`config.mk`:
```
export PLATFORM = sky130hd
export DESIGN_NAME = mem_bus_arbiter_flat
export DESIGN_NICKNAME = d
export VERILOG_FILES = /design/src/rtl/mem_bus_arbiter_if.sv /design/src/rtl/mem_bus_arbiter.sv /design/src/flat_wrapper.sv
export SDC_FILE = /design/constraint.sdc
export NUM_CORES = 1
export LEC_CHECK = 0
export BUFFER_PORTS_ARGS = -buffer_cell sky130_fd_sc_hd__buf_4
export CAP_MARGIN = 20
export CORE_MARGIN = 2
export CORE_UTILIZATION = 44
export DETAILED_ROUTE_END_ITERATION = 10
export PLACE_DENSITY = 0.75
export SETUP_SLACK_MARGIN = 0.15
export SLEW_MARGIN = 20
export SYNTH_ARGS = -nofsm -noshare
export SYNTH_HDL_FRONTEND = slang
export SYNTH_SLANG_ARGS = --single-unit
```
`constraint.sdc`:
```
create_clock -name clk -period 1.9 [get_ports clk]
set_clock_uncertainty 0.2 [all_clocks]
set_input_delay 0.19 -clock clk [delete_from_list [all_inputs] [get_ports clk]]
set_output_delay 0.19 -clock clk [all_outputs]
set_load 0.02 [all_outputs]
```
`src/rtl/mem_bus_arbiter_if.sv`:
```
// CPU/memory-side signal bundle for mem_bus_arbiter: the fetch port, the load/store port and the memory port.
// The slave modport is the arbiter's view; the master modport is the CPU and memory side.
interface mem_bus_arbiter_if;
    logic        if_req;
    logic [31:0] if_addr;
    logic [31:0] if_rdata;
    logic        if_ack;

    logic        d_req;
    logic        d_we;
    logic [1:0]  d_size;
    logic        d_zext;
    logic [31:0] d_addr;
    logic [31:0] d_wdata;
    logic [31:0] d_rdata;
    logic        d_ack;
    logic        d_misalign;
    logic        bus_err;
    logic        stall;

    logic        mem_en;
    logic [3:0]  mem_we;
    logic [29:0] mem_addr;
    logic [31:0] mem_wdata;
    logic [31:0] mem_rdata;
    logic        mem_ready;

    modport slave (
        input  if_req, if_addr, d_req, d_we, d_size, d_zext, d_addr, d_wdata,
               mem_rdata, mem_ready,
        output if_rdata, if_ack, d_rdata, d_ack, d_misalign, bus_err, stall,
               mem_en, mem_we, mem_addr, mem_wdata
    );

    modport master (
        output if_req, if_addr, d_req, d_we, d_size, d_zext, d_addr, d_wdata,
               mem_rdata, mem_ready,
        input  if_rdata, if_ack, d_rdata, d_ack, d_misalign, bus_err, stall,
               mem_en, mem_we, mem_addr, mem_wdata
    );
endinterface

```
`src/rtl/mem_bus_arbiter.sv`:
```
// Shares one single-port memory between instruction fetch and load/store, with byte lanes and load extension.
// Optional MEM_TIMEOUT_EN: abort an access with bus_err after TIMEOUT_CYCLES cycles without mem_ready.
//
// state | meaning
// IDLE  | arbitrate; the cycle after RESP is a cool-down in which no grant is made
// FETCH | instruction word read in progress, waiting for mem_ready
// DATA  | load/store in progress, waiting for mem_ready
// RESP  | one-cycle ack to the granted requester
module mem_bus_arbiter #(
    parameter int MAX_DATA_BURST = 4,
    parameter int TIMEOUT_CYCLES = 64
) (
    input logic             clk,
    input logic             rst,
    mem_bus_arbiter_if.slave bus
);
    typedef enum logic [1:0] {IDLE, FETCH, DATA, RESP} state_t;

    state_t      state, state_nx;
    logic [3:0]  burst_cnt, burst_cnt_nx;
    logic        cool, cool_nx;
    logic [1:0]  r_size, r_size_nx;
    logic        r_zext, r_zext_nx;
    logic [1:0]  r_lo, r_lo_nx;
    logic        if_ack_q, if_ack_nx, d_ack_q, d_ack_nx;
    logic        mis_q, mis_nx, err_q, err_nx;
    logic        mem_en_q, mem_en_nx;
    logic [3:0]  mem_we_q, mem_we_nx;
    logic [29:0] mem_addr_q, mem_addr_nx;
    logic [31:0] mem_wdata_q, mem_wdata_nx;
    logic [31:0] if_rdata_q, if_rdata_nx, d_rdata_q, d_rdata_nx;
    logic        abort;
    logic        both_req;
    logic        unused_addr;

    assign unused_addr = ^bus.if_addr[1:0];

    function automatic logic misaligned(input logic [1:0] sz, input logic [1:0] lo);
        case (sz)
            2'd0:    return lo != 2'b00;
            2'd1:    return lo[0];
            2'd2:    return 1'b0;
            default: return 1'b1;
        endcase
    endfunction

    function automatic logic [3:0] lanes(input logic [1:0] sz, input logic [1:0] lo);
        case (sz)
            2'd0:    return 4'b1111;
            2'd1:    return lo[1] ? 4'b1100 : 4'b0011;
            default: return 4'b0001 << lo;
        endcase
    endfunction

    function automatic logic [31:0] replicate(input logic [1:0] sz, input logic [31:0] w);
        case (sz)
            2'd0:    return w;
            2'd1:    return {2{w[15:0]}};
            default: return {4{w[7:0]}};
        endcase
    endfunction

    function automatic logic [31:0] extract(input logic [31:0] w, input logic [1:0] sz,
                                            input logic [1:0] lo, input logic zext);
        logic [31:0] sh;
        sh = w >> {lo, 3'b000};
        case (sz)
            2'd1:    return zext ? {16'h0, sh[15:0]} : {{16{sh[15]}}, sh[15:0]};
            2'd2:    return zext ? {24'h0, sh[7:0]}  : {{24{sh[7]}},  sh[7:0]};
            default: return w;
        endcase
    endfunction

`ifdef MEM_TIMEOUT_EN
    localparam int TW = ($clog2(TIMEOUT_CYCLES) > 0) ? $clog2(TIMEOUT_CYCLES) : 1;
    logic [TW-1:0] tmo;

    // Reloaded every IDLE cycle so it is fresh on entry to FETCH/DATA.
    always_ff @(posedge clk) begin
        if (rst)                tmo <= '0;
        else if (state == IDLE) tmo <= TW'(TIMEOUT_CYCLES - 1);
        else if (tmo != '0)     tmo <= tmo - 1'b1;
    end

    assign abort = ~bus.mem_ready & (tmo == '0);
`else
    logic unused_tmo;
    assign unused_tmo = (TIMEOUT_CYCLES == 0);
    assign abort      = 1'b0;
`endif

    assign both_req = bus.if_req & bus.d_req;

    always_comb begin
        state_nx     = state;
        burst_cnt_nx = burst_cnt;
        cool_nx      = 1'b0;
        r_size_nx    = r_size;
        r_zext_nx    = r_zext;
        r_lo_nx      = r_lo;
        if_ack_nx    = 1'b0;
        d_ack_nx     = 1'b0;
        mis_nx       = 1'b0;
        err_nx       = 1'b0;
        mem_en_nx    = mem_en_q;
        mem_we_nx    = mem_we_q;
        mem_addr_nx  = mem_addr_q;
        mem_wdata_nx = mem_wdata_q;
        if_rdata_nx  = if_rdata_q;
        d_rdata_nx   = d_rdata_q;
        case (state)
            IDLE: begin
                if (!cool && bus.d_req && !(both_req && burst_cnt == 4'(MAX_DATA_BURST))) begin
                    if (bus.if_req) burst_cnt_nx = burst_cnt + 1'b1;
                    r_size_nx = bus.d_size;
                    r_zext_nx = bus.d_zext;
                    r_lo_nx   = bus.d_addr[1:0];
                    if (misaligned(bus.d_size, bus.d_addr[1:0])) begin
                        state_nx   = RESP;
                        d_ack_nx   = 1'b1;
                        mis_nx     = 1'b1;
                        d_rdata_nx = '0;
                    end else begin
                        state_nx     = DATA;
                        mem_en_nx    = 1'b1;
                        mem_addr_nx  = bus.d_addr[31:2];
                        mem_we_nx    = bus.d_we ? lanes(bus.d_size, bus.d_addr[1:0]) : 4'b0000;
                        mem_wdata_nx = replicate(bus.d_size, bus.d_wdata);
                    end
                end else if (!cool && bus.if_req) begin
                    burst_cnt_nx = '0;
                    state_nx     = FETCH;
                    mem_en_nx    = 1'b1;
                    mem_addr_nx  = bus.if_addr[31:2];
                    mem_we_nx    = 4'b0000;
                end
            end
            FETCH: begin
                if (bus.mem_ready || abort) begin
                    state_nx    = RESP;
                    mem_en_nx   = 1'b0;
                    if_ack_nx   = 1'b1;
                    err_nx      = abort;
                    if_rdata_nx = abort ? 32'h0 : bus.mem_rdata;
                end
            end
            DATA: begin
                if (bus.mem_ready || abort) begin
                    state_nx   = RESP;
                    mem_en_nx  = 1'b0;
                    d_ack_nx   = 1'b1;
                    err_nx     = abort;
                    d_rdata_nx = abort ? 32'h0 : extract(bus.mem_rdata, r_size, r_lo, r_zext);
                end
            end
            default: begin
                state_nx  = IDLE;
                mem_en_nx = 1'b0;
                cool_nx   = 1'b1;
            end
        endcase
    end

    always_ff @(posedge clk) begin
        if (rst) begin
            state       <= IDLE;
            burst_cnt   <= '0;
            cool        <= 1'b0;
            r_size      <= '0;
            r_zext      <= 1'b0;
            r_lo        <= '0;
            if_ack_q    <= 1'b0;
            d_ack_q     <= 1'b0;
            mis_q       <= 1'b0;
            err_q       <= 1'b0;
            mem_en_q    <= 1'b0;
            mem_we_q    <= '0;
            mem_addr_q  <= '0;
            mem_wdata_q <= '0;
            if_rdata_q  <= '0;
            d_rdata_q   <= '0;
        end else begin
            state       <= state_nx;
            burst_cnt   <= burst_cnt_nx;
            cool        <= cool_nx;
            r_size      <= r_size_nx;
            r_zext      <= r_zext_nx;
            r_lo        <= r_lo_nx;
            if_ack_q    <= if_ack_nx;
            d_ack_q     <= d_ack_nx;
            mis_q       <= mis_nx;
            err_q       <= err_nx;
            mem_en_q    <= mem_en_nx;
            mem_we_q    <= mem_we_nx;
            mem_addr_q  <= mem_addr_nx;
            mem_wdata_q <= mem_wdata_nx;
            if_rdata_q  <= if_rdata_nx;
            d_rdata_q   <= d_rdata_nx;
        end
    end

    assign bus.if_ack     = if_ack_q;
    assign bus.if_rdata   = if_rdata_q;
    assign bus.d_ack      = d_ack_q;
    assign bus.d_rdata    = d_rdata_q;
    assign bus.d_misalign = mis_q;
    assign bus.bus_err    = err_q;
    assign bus.mem_en     = mem_en_q;
    assign bus.mem_we     = mem_we_q;
    assign bus.mem_addr   = mem_addr_q;
    assign bus.mem_wdata  = mem_wdata_q;
    assign bus.stall      = (bus.if_req & ~if_ack_q) | (bus.d_req & ~d_ack_q);
endmodule

```
`src/flat_wrapper.sv`:
```
// flat-port wrapper written by rule: the top's interface ports become plain ports
module mem_bus_arbiter_flat 
#(
    parameter int MAX_DATA_BURST = 4,
    parameter int TIMEOUT_CYCLES = 64
)
  (clk, rst, bus_if_req, bus_if_addr, bus_d_req, bus_d_we, bus_d_size, bus_d_zext, bus_d_addr, bus_d_wdata, bus_mem_rdata, bus_mem_ready, bus_if_rdata, bus_if_ack, bus_d_rdata, bus_d_ack, bus_d_misalign, bus_bus_err, bus_stall, bus_mem_en, bus_mem_we, bus_mem_addr, bus_mem_wdata);
  mem_bus_arbiter_if bus_i ();
  input logic clk;
  input logic rst;
  input wire logic [$bits(bus_i.if_req)-1:0] bus_if_req;
  input wire logic [$bits(bus_i.if_addr)-1:0] bus_if_addr;
  input wire logic [$bits(bus_i.d_req)-1:0] bus_d_req;
  input wire logic [$bits(bus_i.d_we)-1:0] bus_d_we;
  input wire logic [$bits(bus_i.d_size)-1:0] bus_d_size;
  input wire logic [$bits(bus_i.d_zext)-1:0] bus_d_zext;
  input wire logic [$bits(bus_i.d_addr)-1:0] bus_d_addr;
  input wire logic [$bits(bus_i.d_wdata)-1:0] bus_d_wdata;
  input wire logic [$bits(bus_i.mem_rdata)-1:0] bus_mem_rdata;
  input wire logic [$bits(bus_i.mem_ready)-1:0] bus_mem_ready;
  output wire logic [$bits(bus_i.if_rdata)-1:0] bus_if_rdata;
  output wire logic [$bits(bus_i.if_ack)-1:0] bus_if_ack;
  output wire logic [$bits(bus_i.d_rdata)-1:0] bus_d_rdata;
  output wire logic [$bits(bus_i.d_ack)-1:0] bus_d_ack;
  output wire logic [$bits(bus_i.d_misalign)-1:0] bus_d_misalign;
  output wire logic [$bits(bus_i.bus_err)-1:0] bus_bus_err;
  output wire logic [$bits(bus_i.stall)-1:0] bus_stall;
  output wire logic [$bits(bus_i.mem_en)-1:0] bus_mem_en;
  output wire logic [$bits(bus_i.mem_we)-1:0] bus_mem_we;
  output wire logic [$bits(bus_i.mem_addr)-1:0] bus_mem_addr;
  output wire logic [$bits(bus_i.mem_wdata)-1:0] bus_mem_wdata;
  assign bus_i.if_req = bus_if_req;
  assign bus_i.if_addr = bus_if_addr;
  assign bus_i.d_req = bus_d_req;
  assign bus_i.d_we = bus_d_we;
  assign bus_i.d_size = bus_d_size;
  assign bus_i.d_zext = bus_d_zext;
  assign bus_i.d_addr = bus_d_addr;
  assign bus_i.d_wdata = bus_d_wdata;
  assign bus_i.mem_rdata = bus_mem_rdata;
  assign bus_i.mem_ready = bus_mem_ready;
  assign bus_if_rdata = bus_i.if_rdata;
  assign bus_if_ack = bus_i.if_ack;
  assign bus_d_rdata = bus_i.d_rdata;
  assign bus_d_ack = bus_i.d_ack;
  assign bus_d_misalign = bus_i.d_misalign;
  assign bus_bus_err = bus_i.bus_err;
  assign bus_stall = bus_i.stall;
  assign bus_mem_en = bus_i.mem_en;
  assign bus_mem_we = bus_i.mem_we;
  assign bus_mem_addr = bus_i.mem_addr;
  assign bus_mem_wdata = bus_i.mem_wdata;
  mem_bus_arbiter #(.MAX_DATA_BURST(MAX_DATA_BURST), .TIMEOUT_CYCLES(TIMEOUT_CYCLES)) u_core (.clk(clk), .rst(rst), .bus(bus_i));
endmodule
```
======== Yosys cells after proc, flatten, opt, wreduce, memory -nomap -nowiden ========
Cells that the tools add are included.
storage, ports and cells
  flip-flop bits (word level) ............. 146
  input bits .............................. 137
  output and inout port bits .............. 136
  word-level logic and storage cells ...... 102
operators by class
  $add $sub $neg .......................... 1
  equality and inequality tests ........... 15
  shift operators ......................... 2
  multiplexer cells ....................... 37
  bitwise logic cells ..................... 9
  reduce and logical (&&, ||, !) cells .... 23
operators with widths
  kind                                                             count
  32-bit case mux with 2 select lines                              3
  32-bit 2-to-1 mux                                                5
  30-bit 2-to-1 mux                                                3
  32-bit by 5-bit right shift with 16-bit output                   1
  4-bit 2-to-1 mux                                                 7
  3-bit AND reduction                                              4
  1-bit 2-to-1 mux                                                 11
  4-bit case mux with 2 select lines                               1
  2-bit by 1-bit == test with 1-bit output, second input constant  3
  2-bit == test, second input constant                             3
  2-bit 2-to-1 mux                                                 3
  2-bit by 1-bit != test with 1-bit output, second input constant  3
  2-bit != test, second input constant                             3
  2-bit AND reduction                                              3
  2-bit nonzero test                                               3
  2-bit OR reduction                                               3
  1-bit NOT                                                        5
  4-bit by 1-bit adder with 4-bit output, second input constant    1
  4-bit by 3-bit == test with 1-bit output, second input constant  1
  1-bit logical AND                                                4
  2-bit zero test                                                  2
  1-bit case mux with 2 select lines                               2
  2-bit case mux with 2 select lines                               1
  4-bit AND reduction                                              1
  other kinds (8)                                                  11

======== Longest topological paths before layout ========
Gate-level depths: netlist (run 1).
  word-level depth ........................ 9
  mapped depth ............................ 10
  depth with buffers taken out ............ 7

======== Worst setup path before layout (run 1) ========
No wires, ideal clock.
  kind .................................... reg2reg
  from .................................... register u_core.state[0]
  to ...................................... register u_core.mem_addr_q[19] (netlist: u_core.bus.mem_addr[19])
  setup time .............................. 0.146 ns
  data arrival time ....................... 1.657 ns
  data required time ...................... 1.554 ns
  slack ................................... -0.103 ns
  stages on the path, launching flop included .. 10
  path buffers ............................ 3
  period minus slack after synthesis ...... 2.003 ns
  path through ............................ dfxtp_1 > inv_1 > ha_1 > buf_2 > nor2b_1 > o21ai_0 > a31oi_1 > buf_2 > buf_2 > a211oi_2
on the way
  longest elaborated chain between the ends .. 2
ends and longest elaborated chain
  what                                  RTL line                text
  from (decl)                           mem_bus_arbiter.sv:19   state_t state, state_nx;
  from (signal assigned)                mem_bus_arbiter.sv:183  state <= state_nx;
  2-bit zero test                       mem_bus_arbiter.sv:111  case (state)
  3-bit AND reduction (no source line)  n/a
  to (signal assigned)                  mem_bus_arbiter.sv:195  mem_addr_q <= mem_addr_nx;
  to (decl)                             mem_bus_arbiter.sv:29   logic [29:0] mem_addr_q, mem_addr_nx;
No other way between the ends.
A chain may end at the register's enable or synchronous reset.

======== Worst setup path after layout (run 1) ========
  from .................................... register u_core.burst_cnt[0]
  to ...................................... register u_core.mem_addr_q[23] (netlist: u_core.bus.mem_addr[23])
on the way
  longest elaborated chain between the ends .. 6
  elaborated cells on any way between the ends .. 8
  classes of those cells .................. 2 x eq/ne; 1 x mux; 5 x reduce/logical
ends and longest elaborated chain
  what                                                                  RTL line                text
  from (decl)                                                           mem_bus_arbiter.sv:20   logic [3:0] burst_cnt, burst_cnt_nx;
  from (signal assigned)                                                mem_bus_arbiter.sv:184  burst_cnt <= burst_cnt_nx;
  4-bit by 3-bit == test with 1-bit output *                            mem_bus_arbiter.sv:113  if (!cool && bus.d_req && !(both_req && burst_cnt == 4'(MAX_DATA_BURST))) begin
  1-bit logical AND *                                                   mem_bus_arbiter.sv:113
  1-bit zero test *                                                     mem_bus_arbiter.sv:113
  1-bit logical AND *                                                   mem_bus_arbiter.sv:113
  2-bit != test (no source line) or 2-bit nonzero test (tied branches)  n/a
  3-bit AND reduction (no source line)                                  n/a
Mark *: on every way between the ends. The rest lies on a longest branch, timed or not.

==> impl_metrics.json, run 1 <==
{
  "layout-drive-gt1-share": 0.458,
  "netlist_area_um2": 6840,
  "fmax_mhz": 462,
  "core_area_um2": 15200,
  "async_flop_share": 0,
  "htree_levels": 4,
  "synth_top_area_share": 0.427,
  "dieArea_um2": 16600,
  "synth_area_per_cell_um2": 8.73,
  "place.gp.congestion": 0.886,
  "grt_use_met2": 0.566,
  "period_share": 1.14,
  "antenna_found_initial": 0,
  "ys_seq_area_frac": 0.427,
  "synthCells": 784,
  "root_buffer": "clkbuf_16",
  "ant_nets": 0,
  "viasPerCell": 6.05,
  "cp.arrival_ns": 2.24,
  "cp_data_required_time_ns": 1.97,
  "fillCellCount": 746,
  "synth.largest_area_cell": "dfxtp_1",
  "endpoint": "u_core.bus.mem_addr[23]",
  "r2r_end": "u_core.bus.mem_addr[23]",
  "critPathMaxStageDelay_ns": 0.51,
  "critPathLaunch": "u_core.burst_cnt[0]",
  "vias": 8578,
  "rsz0062_at_grt": "yes",
  "cp_num_buf_inv": 2,
  "ys_warn_count": 0,
  "synth_nets": 929,
  "p_leak_uw": 0.00537,
  "hp-class": "in2reg",
  "final_cell_mix": "buf_4 (303), dfxtp_1 (139), nand2_1 (130)",
  "outcome": "finished, violations left",
  "place_hpwl_um": 15900,
  "crit_path_end_kind": "register",
  "routed_wirelength_um": 33500,
  "fin_crit_ns": 2.16,
  "setup-violations-final": 49,
  "initial_core_util": 0.450,
  "drt-pass1-iter-count": 6,
  "grtUsageTotal": 0.341,
  "fin_cells": 1419,
  "clkTransAtPathRegs_ns": 0.06,
  "grt_max_degree": 46,
  "die_x_um": 129,
  "cpLargestDelayFamily": "multiplexers",
  "power.density_nw_per_um2": 1130,
  "cp-start-kind": "register",
  "worstPathCellList": "inv_2 > ha_4 > nand4b_4 > nand2_8 > buf_6 > mux2i_1 > a211oi_2",
  "worst_slew_pin_slew_ns": 0.682,
  "cts_sinks": 146,
  "grt-ovfl-total": 0,
  "worstSetupPathDepth": 7,
  "final_common_cell": "buf_4",
  "netlist_top_cells_area": "dfxtp_1 (43%), nand2_1 (8.2%), mux2i_1 (7.3%)",
  "cts_tree": "built",
  "rr_startpoint": "u_core.burst_cnt[0]",
  "synth_edf_count": 0,
  "reg2reg_depth": 7,
  "layout_setup_ws_ns": -0.263,
  "critical_path.max_fanout": 9,
  "die_h_um": 129,
  "yosysUniqueCellTypes": 52,
  "grt_pass1_vias": 8128,
  "top_usage_layer": "met2",
  "nets": 1363,
  "grtUsageMet1": 0.389,
  "drc": 0,
  "worst-setup-path-type": "reg2reg",
  "cts_buffers": 17,
  "synth.ff_latch_count": 146,
  "wire_per_inst_um": 23.6,
  "rows": 45,
  "fin_tns_setup_ns": -1.66,
  "syn_to_final_growth_pct": 82.9,
  "n_antenna_cell": 0,
  "ir_worst_vdd_mv": 0.792,
  "drt_iter0_drc": 830,
  "maxCapViolations": 0,
  "ioPinCount": 273,
  "clock_path_buffers": 2,
  "insertion_delay_ns": 0.41,
  "r2r_slack_ns": -0.26,
  "cp_slowest_cell": "mux2i_1",
  "relSlewSlack": 0.540,
  "hold_viol_final": 0,
  "grt_pass1_wl_um": 43700,
  "grt_util_met3": 0.0990,
  "io_buffers": 269,
  "final_util": 0.823,
  "dp_cells": 1218,
  "synthFlopType": "dfxtp_1",
  "violations": "setup timing",
  "slew_violations": 0
}
==> metal layers <==
layer / share of wire / wire length, µm / up-vias
met5: 0 / 0 / -
met4: 0.071 / 2370 / 0
met3: 0.12 / 3930 / 226
met2: 0.46 / 15500 / 701
met1: 0.35 / 11700 / 4042
li1: - / - / 3609
==> sequential cells by signal, indices dropped and copies added, names as in the netlist, 2 cells and up <==
register and flops:
u_core.bus.mem_addr 30, u_core.burst_cnt 4, u_core.r_size 2, u_core.bus.mem_wdata 32, u_core.bus.d_rdata 32, u_core.state 2, u_core.bus.mem_we 4, u_core.r_lo 2
u_core.bus.if_rdata 32
==> kinds of logic after synthesis <==
group           share of synthesized area
other cells                      0.000548
fa+ha+maj                          0.0146
mux                                 0.102
simple gates                        0.186
flops                               0.427
compound gates                      0.214
buf+inv                            0.0561
==> metrics by stage <==
stage	setup WS (ns)	hold WS, ns	cell area (µm²)	power, µW
5_1_grt	-0.361	0.0276	12500	14500
3_3_place_gp	-0.0362	0.222	9250	8240
4_1_cts	0.00989	-0.140	11900	12900
6_report	-0.263	0.00904	12500	14100
3_5_place_dp	-0.0621	0.233	9250	8320
2_1_floorplan	0.0334	0.126	6990	6700
==> layout make-up <==
class | count | area, µm² | share of cell area
well taps | 188 | 235 | 0.0188
flip-flops and latches | 146 | 2930 | 0.234
clock buffers | 19 | 453 | 0.0362
multi-input cells | 562 | 4220 | 0.337
repair buffers | 477 | 4480 | 0.358
clock inverters | 13 | 148 | 0.0118
inverters | 14 | 52.6 | 0.00420
==> report_power, final <==
part | internal (µW) | leakage (µW) | total [µW] | switching [µW]
sequential | 3580 | 0.00119 | 3990 | 404
combinational | 3150 | 0.00388 | 6670 | 3520
clock | 2030 | 0.000295 | 3420 | 1390
==> synth_stat cells (all sizes together), types with 11 or more instances <==
cell and count:
nand2 161, buf 33, nand2b 14, nor2 79, a311oi 16, a211oi 30
a22o 32, a21oi 71, dfxtp 146, o21ai 30, nor2b 11, inv 14
mux2i 50, clkbuf 31
==> worst reg2reg max path: cells and delay by family, from the launching register on <==
kind                       cells  cell delay, ns
buffers and inverters          2            0.26
muxes                          1            0.51
AOI/OAI and AO/OA              1            0.17
DFF                            1            0.32
and+or+nand+nor                2            0.42
adders and majority gates      1            0.14
==> worst min-delay path by stage <==
stage,endpoint,cells after the start,from
final,u_core.burst_cnt[1],4,bus_if_req
after detailed placement,u_core.r_zext,3,bus_d_zext
after global placement,u_core.r_zext,3,bus_d_zext
after CTS,u_core.r_size[1],3,bus_d_size[1]
after global routing,u_core.burst_cnt[3],4,bus_if_req
after floorplan,u_core.bus.mem_wdata[0],2,bus_d_wdata[0]
==> repair_timing <==
action	4_1_cts	5_1_grt
resized for setup	100	86
hold buffers	123	1
gates cloned	13	3
pin swaps	36	47
buffers inserted	13	16
hold endpoints to repair	126	1
setup endpoints to repair	107	108
(Power assumes the default switching activity.)
==> inputs of run 2 (changes only) <==
Settings changed: SKIP_CTS_REPAIR_TIMING from default to 1.
==> run 2 against run 1 <==
The flow finishes with violations (hold timing, setup timing). Register-to-register slack gained 0.03 ns. Critical path depth grew 2. Sequential share of layout area is essentially flat. Largest cell class unchanged.
==> impl_metrics.json, run 2 (synthesized netlist as in run 1, its figures left out) <==
{
  "initial_core_util": 0.450,
  "fillCellCount": 751,
  "cp.arrival_ns": 2.23,
  "cts_tree": "built",
  "power.density_nw_per_um2": 1090,
  "htree_levels": 4,
  "fin_crit_ns": 2.13,
  "clock_path_buffers": 2,
  "grt_max_degree": 65,
  "io_buffers": 269,
  "maxCapViolations": 0,
  "finalInstanceArea_um2": 12500,
  "core_area_um2": 15200,
  "setup-violations-final": 59,
  "place_area_um2": 9250,
  "clkTransAtPathRegs_ns": 0.07,
  "nets": 1360,
  "vias": 8207,
  "ioPinCount": 273,
  "drc": 0,
  "wl_met1_um": 11300,
  "dp_cells": 1218,
  "n_antenna_cell": 0,
  "ant_nets": 0,
  "cts_buffers": 17,
  "fmax_mhz": 469,
  "wl_met3_um": 3150,
  "grt_pass1_vias": 6242,
  "final_common_cell": "buf_4",
  "critical_path.max_fanout": 7,
  "reg2reg_depth": 9,
  "insertion_delay_ns": 0.42,
  "relSlewSlack": 0.667,
  "worst-setup-path-type": "reg2reg",
  "critPathLaunch": "u_core.burst_cnt[1]",
  "worst_slew_pin_slew_ns": 0.494,
  "place_hpwl_um": 15900,
  "cp_slowest_cell": "a311oi_2",
  "crit_path_end_kind": "register",
  "whs_path_depth": 5,
  "ir_worst_vdd_mv": 0.728,
  "met2_length_um": 14400,
  "final_cell_mix": "buf_4 (300), dfxtp_1 (139), nand2_1 (128)",
  "min_from": "bus_d_we",
  "die_x_um": 129,
  "hold_end": "u_core.bus.mem_we[0]",
  "critPathMaxStageDelay_ns": 0.36,
  "p_leak_uw": 0.00532,
  "cts_sinks": 146,
  "fin_cells": 1416,
  "hold_viol_final": 4,
  "cp-start-kind": "register",
  "rsz0062_at_grt": "yes",
  "viasPerCell": 5.80,
  "power_uw": 13600,
  "slew_violations": 0,
  "r2r_slack_ns": -0.23,
  "layout-drive-gt1-share": 0.464,
  "hp-class": "in2reg",
  "period_share": 1.12,
  "hold_ws_ns": -0.0169,
  "grt_pass1_wl_um": 32500,
  "pre_cts_ws_ns": -0.0621,
  "grtUsageTotal": 0.252,
  "cp_data_required_time_ns": 1.99,
  "worstPathCellList": "inv_2 > ha_4 > nand4b_4 > nand3_4 > nor2_4 > buf_12 > buf_8 > buf_8 > a311oi_2",
  "routed_wirelength_um": 30800,
  "r2r_end": "u_core.bus.mem_wdata[8]",
  "grt-ovfl-total": 0,
  "syn_to_final_growth_pct": 83.2,
  "antenna_found_initial": 1,
  "violations": "hold timing, setup timing",
  "dieArea_um2": 16600,
  "outcome": "finished, violations left",
  "die_h_um": 129,
  "rows": 45,
  "drt-pass1-iter-count": 5,
  "wire_per_inst_um": 21.7,
  "top_layer": "met4",
  "crit_top_cell": "buf_8",
  "rr_startpoint": "u_core.burst_cnt[1]",
  "layout_setup_ws_ns": -0.234,
  "place.gp.congestion": 0.886,
  "drt_iter0_drc": 763,
  "root_buffer": "clkbuf_16"
}
## run 2: worst max-delay path, delay by kind of cell (launching register included)
family,cells,cell delay [ns]
simple gates,3,0.50
buf+inv,4,0.46
compound gates,1,0.36
flops,1,0.33
fa+ha+maj,1,0.14
## run 2: layout make-up
cell class	count	area, µm²	share of cell area
repair buffers	475	4400	0.351
multi-input cells	561	4320	0.345
flip-flops and latches	146	2930	0.234
clock buffers	19	453	0.0361
well taps	188	235	0.0188
clock inverters	13	148	0.0118
inverters	14	52.6	0.00419
## run 2: worst max path at each step
stage / endpoint / slack (ns) / depth (start not counted)
after floorplan: u_core.bus.d_rdata[18] / 0.03 / 9
after global placement: u_core.bus.d_rdata[0] / -0.04 / 5
after detailed placement: u_core.bus.d_rdata[2] / -0.06 / 5
after CTS: u_core.bus.d_rdata[4] / -0.08 / 5
after global routing: u_core.bus.mem_wdata[12] / -0.31 / 9
final: u_core.bus.mem_wdata[8] / -0.23 / 9
## run 2: per-stage QoR
stage                      util  setup TNS (ns)  hold slack [ns]
after floorplan               -               0            0.126
after global placement    0.608          -0.156            0.222
after detailed placement  0.608           -1.08            0.233
after CTS                 0.648           -1.60           -0.204
after global routing      0.825           -7.10          0.00235
final                     0.825           -2.11          -0.0169
## run 2: report_power, final
part | total, µW | internal [µW] | switching [µW]
clock network | 3410 | 2030 | 1390
logic | 6240 | 2950 | 3290
registers | 3980 | 3590 | 393
total | 13600 | 8560 | 5070
## run 2: metal layers
layer,up-vias,global-route usage
li1,3605,-
met1,3855,0.325
met2,572,0.408
met3,175,0.0607
met4,0,0.0997
met5,-,0
